File: config.mk
export PLATFORM = sky130hd
export DESIGN_NAME = counter_sequencer
export DESIGN_NICKNAME = d
export VERILOG_FILES = /design/src/rtl/counter_sequencer.sv
export SDC_FILE = /design/constraint.sdc
export NUM_CORES = 1
export LEC_CHECK = 0
export CORE_MARGIN = 2
export CORE_UTILIZATION = 45
export DETAILED_ROUTE_END_ITERATION = 7
export PLACE_DENSITY_LB_ADDON = 0.1
export SETUP_SLACK_MARGIN = 0.3
export SLEW_MARGIN = 20
export SYNTH_ARGS = -nofsm -noshare
export SYNTH_HDL_FRONTEND = slang
export SYNTH_SLANG_ARGS = --single-unit
File: constraint.sdc
create_clock -name clk -period 2.6 [get_ports clk]
set_input_delay 0.26 -clock clk [delete_from_list [all_inputs] [get_ports clk]]
set_output_delay 0.26 -clock clk [all_outputs]
set_load 0.05 [all_outputs]
File: src/rtl/counter_sequencer.sv
// Sequencer for an external up/down counter: clears it, runs it for a
// commanded number of terminal-count passes, and reports completion or abort.
module counter_sequencer #(
  parameter int unsigned PASS_W       = 8,
  parameter int unsigned CLEAR_CYCLES = 1
) (
  input  logic              clk,
  input  logic              rst,
  input  logic              cmd_valid,
  output logic              cmd_ready,
  input  logic              cmd_dir,
  input  logic [PASS_W-1:0] cmd_passes,
  input  logic              abort,
  output logic              cnt_enable,
  output logic              cnt_up0_dn1,
  output logic              cnt_clear,
  input  logic              cnt_done,
  output logic              busy,
  output logic [PASS_W-1:0] pass_count,
  output logic              seq_done,
  output logic              seq_aborted
);

  typedef enum logic [1:0] {IDLE, CLEAR, RUN, FINISH} state_t;

  localparam logic [1:0] CLR_LAST = 2'(CLEAR_CYCLES - 1);

  state_t              state_q;
  logic [1:0]          clr_cnt_q;
  logic [PASS_W-1:0]   passes_q;
  logic [PASS_W-1:0]   pass_count_q;
  logic                done_prev_q;
  logic                cnt_enable_q;
  logic                cnt_clear_q;
  logic                cnt_up0_dn1_q;
  logic                seq_done_q;
  logic                seq_aborted_q;

  logic                done_rise_d;
  logic                last_pass_d;

  assign done_rise_d = cnt_done & ~done_prev_q;
  // passes_q == 0 wraps to all-ones here, giving 2^PASS_W passes
  assign last_pass_d = (pass_count_q == passes_q - PASS_W'(1));

  always_ff @(posedge clk or posedge rst) begin
    if (rst) begin
      state_q       <= IDLE;
      clr_cnt_q     <= '0;
      passes_q      <= '0;
      pass_count_q  <= '0;
      done_prev_q   <= 1'b0;
      cnt_enable_q  <= 1'b0;
      cnt_clear_q   <= 1'b0;
      cnt_up0_dn1_q <= 1'b0;
      seq_done_q    <= 1'b0;
      seq_aborted_q <= 1'b0;
    end else begin
      done_prev_q   <= cnt_done;
      seq_done_q    <= 1'b0;
      seq_aborted_q <= 1'b0;
      case (state_q)
        IDLE: begin
          if (cmd_valid) begin
            state_q       <= CLEAR;
            passes_q      <= cmd_passes;
            cnt_up0_dn1_q <= cmd_dir;
            pass_count_q  <= '0;
            clr_cnt_q     <= '0;
            cnt_clear_q   <= 1'b1;
            cnt_enable_q  <= 1'b1;
          end
        end
        CLEAR: begin
          if (abort) begin
            state_q       <= IDLE;
            cnt_enable_q  <= 1'b0;
            cnt_clear_q   <= 1'b0;
            seq_aborted_q <= 1'b1;
          end else if (clr_cnt_q == CLR_LAST) begin
            state_q     <= RUN;
            cnt_clear_q <= 1'b0;
          end else begin
            clr_cnt_q <= clr_cnt_q + 2'd1;
          end
        end
        RUN: begin
          // abort takes priority over a coincident final pass
          if (abort) begin
            state_q       <= IDLE;
            cnt_enable_q  <= 1'b0;
            seq_aborted_q <= 1'b1;
          end else if (done_rise_d) begin
            pass_count_q <= pass_count_q + PASS_W'(1);
            if (last_pass_d) begin
              state_q      <= FINISH;
              cnt_enable_q <= 1'b0;
              seq_done_q   <= 1'b1;
            end
          end
        end
        FINISH: state_q <= IDLE;
        default: state_q <= IDLE;
      endcase
    end
  end

  assign cmd_ready   = (state_q == IDLE);
  assign busy        = (state_q != IDLE);
  assign cnt_enable  = cnt_enable_q;
  assign cnt_clear   = cnt_clear_q;
  assign cnt_up0_dn1 = cnt_up0_dn1_q;
  assign pass_count  = pass_count_q;
  assign seq_done    = seq_done_q;
  assign seq_aborted = seq_aborted_q;

endmodule

==> results.md <==
* Outcome: finished, final reports clean
* Drt drc at 0
* Leak at 0.000846 uW
* Number of global-route vias before repair at 1142
* Slew Limit Fails at 0
* Gr usage total at 17.7%
* Share of layout cells above drive strength 1 at 16.8%
* I/O pin cnt at 29
* First drt pass iteration count at 4
* FP Rows at 20
* Dominant cell type by area after synthesis: dfrtp_1
* Final core occ at 62.0%
* Clock Tree Root: clkbuf_4
* Max-cap violations at 0
* Max-slew headroom at 66.2%
* Via Count at 1229
* Clk Latency, worst-skew pair at 0.32 ns
* Hold Buf Count CTS at 0
* Core area at 3130 um^2
* Crit end category: register
* ANT nets after route at 0
* PwrDens at 1050 nW/um^2
* Max IR drop VDD at 863 uV
* Fin crit share at 85.7%
* Dpl hpwl at 2.41 mm
* Pin slew with the least headroom to its limit at 0.505 ns
* CTS sink count at 26
* Mapped Nets at 169
* Final WL at 3.04 mm
* Crit-path max cell delay at 0.45 ns
* Post-Syn Area at 1500 um^2
* P&R area growth vs syn at 28.9%
* Starting density of the core at 48.1%
* Initial antenna violation count at 0
* Min Clock Period, post-route at 2.23 ns
* First-pass GRT wire length at 5.09 mm
* Number of fill cells at 272
* Final Setup Violations at 0
* R2R cell count at 6
* Initial detailed-routing violation count at 36
* Mean Syn Cell Area at 10.1 um^2
* CP Cell Sequence: or3_4 > o31a_1 > nor4_2 > o2111ai_2 > a2111oi_2 > mux2i_1
* Clock buffer count from CTS at 3
* CP arrival at 2.49 ns
* CTS max path bufs at 2
* # diodes at 0
* CP Max Fanout at 4
* WL per Instance at 13.4 um
* RSZ-0062 raised after global routing: yes
* Ys Warns at 0
* Placed cell count at 223
* Port bufs at 28
* Number of flops mapped to enable cells by yosys at 0
* Synth top area share at 43.3%
* Commonest cells after routing, fill and taps aside: 26 x clkdlybuf4s50_1, 25 x dfrtp_1, 13 x inv_1
* Remaining Overflow, GRT at 0
* Multi-input combinational cell area at 807 um^2
* Most common cell after layout, fill and taps aside: clkdlybuf4s50_1
* Worst path required time at 2.86 ns
* Worst Skew at 0.0120 ns
* Sequential area share after synthesis at 43.3%
* Synth async-reset ratio at 100%
* Yosys reg bits at 26
* Finished Layout Cells at 228
* H-tree Lvls at 1
* Crit Path Class: reg2reg
* Crit-path slowest cell: dfrtp_1
* Reg clk slew, reported paths at 0.15 ns
* Final #Nets at 205
* Chip height at 61.8 um
* Fmax at 449 MHz
* Setup_tns at 0 ns
* Largest net degree at the start of global routing at 27
* TritonCTS clock tree: built
* Post-synthesis cell type count at 42
* Type of origin of the critical path: register
* HP Class: in2async
* Die Area at 3820 um^2
* Vias/cell at 5.39
* Final Hold Viols at 0
* Synth area leaders: dfrtp_1 43%, mux2_2 6.7%, ha_1 5.0%
* Seq. cell area at 652 um^2
* Die width at 61.8 um
* GPL Wtd Cong at 0.834
* Top_reg_cell synth: dfrtp_1
* Synth Instances at 149
-- through the flow --
step	power (uW)	hold slack (ns)	setup slack (ns)	instance area, um^2
after floorplan	1460	0.291	0.310	1500
after detailed placement	1770	0.472	0.192	1870
after global routing	2190	0.326	0.261	1940
after global placement	1740	0.450	0.245	1870
final	2040	0.292	0.373	1940
after CTS	2040	0.319	0.310	1920
-- cells by family (layout without fill, tap and decap cells) --
kind of cell / after synthesis / in the layout / share of synthesized area, %
flops: 26 / 26 / 43.3
compound gates: 29 / 29 / 14.2
xor+xnor: 13 / 13 / 7.57
buf+inv: 16 / 51 / 3.99
fa+ha+maj: 6 / 6 / 4.99
mux: 11 / 11 / 8.07
simple gates: 48 / 48 / 17.9
-- area by class of cell --
class                   count  share of cell area (%)
clock buffers               3                    1.16
repair buffers             34                    16.7
multi-input cells         107                    41.6
well taps                  44                    2.84
flip-flops and latches     26                    33.6
inverters                  13                    2.52
clock inverters             1                    1.55
-- worst max-delay path, delay by kind of cell (launching register included) --
kind	cells	cell delay, ns
compound gates	3	0.85
flops	1	0.45
mux	1	0.22
simple gates	2	0.64
-- state kept, by name (all words and copies together), names as in the netlist --
name	count
cnt_up0_dn1	1
state_q	2
seq_aborted	1
clr_cnt_q	2
done_prev_q	1
cnt_clear	1
pass_count	8
cnt_enable	1
seq_done	1
passes_q	8
-- metal layers --
metal	global-route usage [%]	routed length, um	vias to the layer above
li1	-	-	601
met1	23.0	1340	609
met2	30.7	1590	17
met3	2.69	102	2
met4	4.56	15	0
met5	0	0	-
-- path summary, 6_finish.rpt --
check,startpoint,to,slack (ns)
max in group asynchronous,rst,passes_q[1],2.04
max,passes_q[4],cnt_enable,0.37
min reg2reg,clr_cnt_q[0],clr_cnt_q[0],0.49
max reg2reg,passes_q[4],cnt_enable,0.37
min in group clk,cnt_done,done_prev_q,0.44
min,rst,state_q[0],0.29
-- what timing repair did --
| item | CTS | global route |
|---|---|---|
| setup endpoints to repair | 3 | 3 |
| buffers inserted | 1 | 0 |
| resized for setup | 2 | 4 |
| pin swaps | 1 | 0 |
-- power by group --
part           total (uW)  internal [uW]  switching, uW
registers             621            529           91.6
clock network         276            156            120
logic                1140            485            656
total                2040           1170            868
-- cell usage after synthesis (2+ instances only) --
library cell,count
ha_1,6
o211a_1,2
nor2_1,12
nand3_1,4
xor2_1,8
xnor2_1,5
nand2_1,6
clkbuf_1,3
o31ai_1,3
inv_1,13
nor3_1,4
a21oi_1,3
mux2i_1,2
nand4_1,3
o21ai_0,10
nor2b_1,2
nand2b_1,2
o22ai_1,2
and3_1,2
mux2_2,9
and2_1,2
dfrtp_1,26
Power figures use the tool's default switching activity.
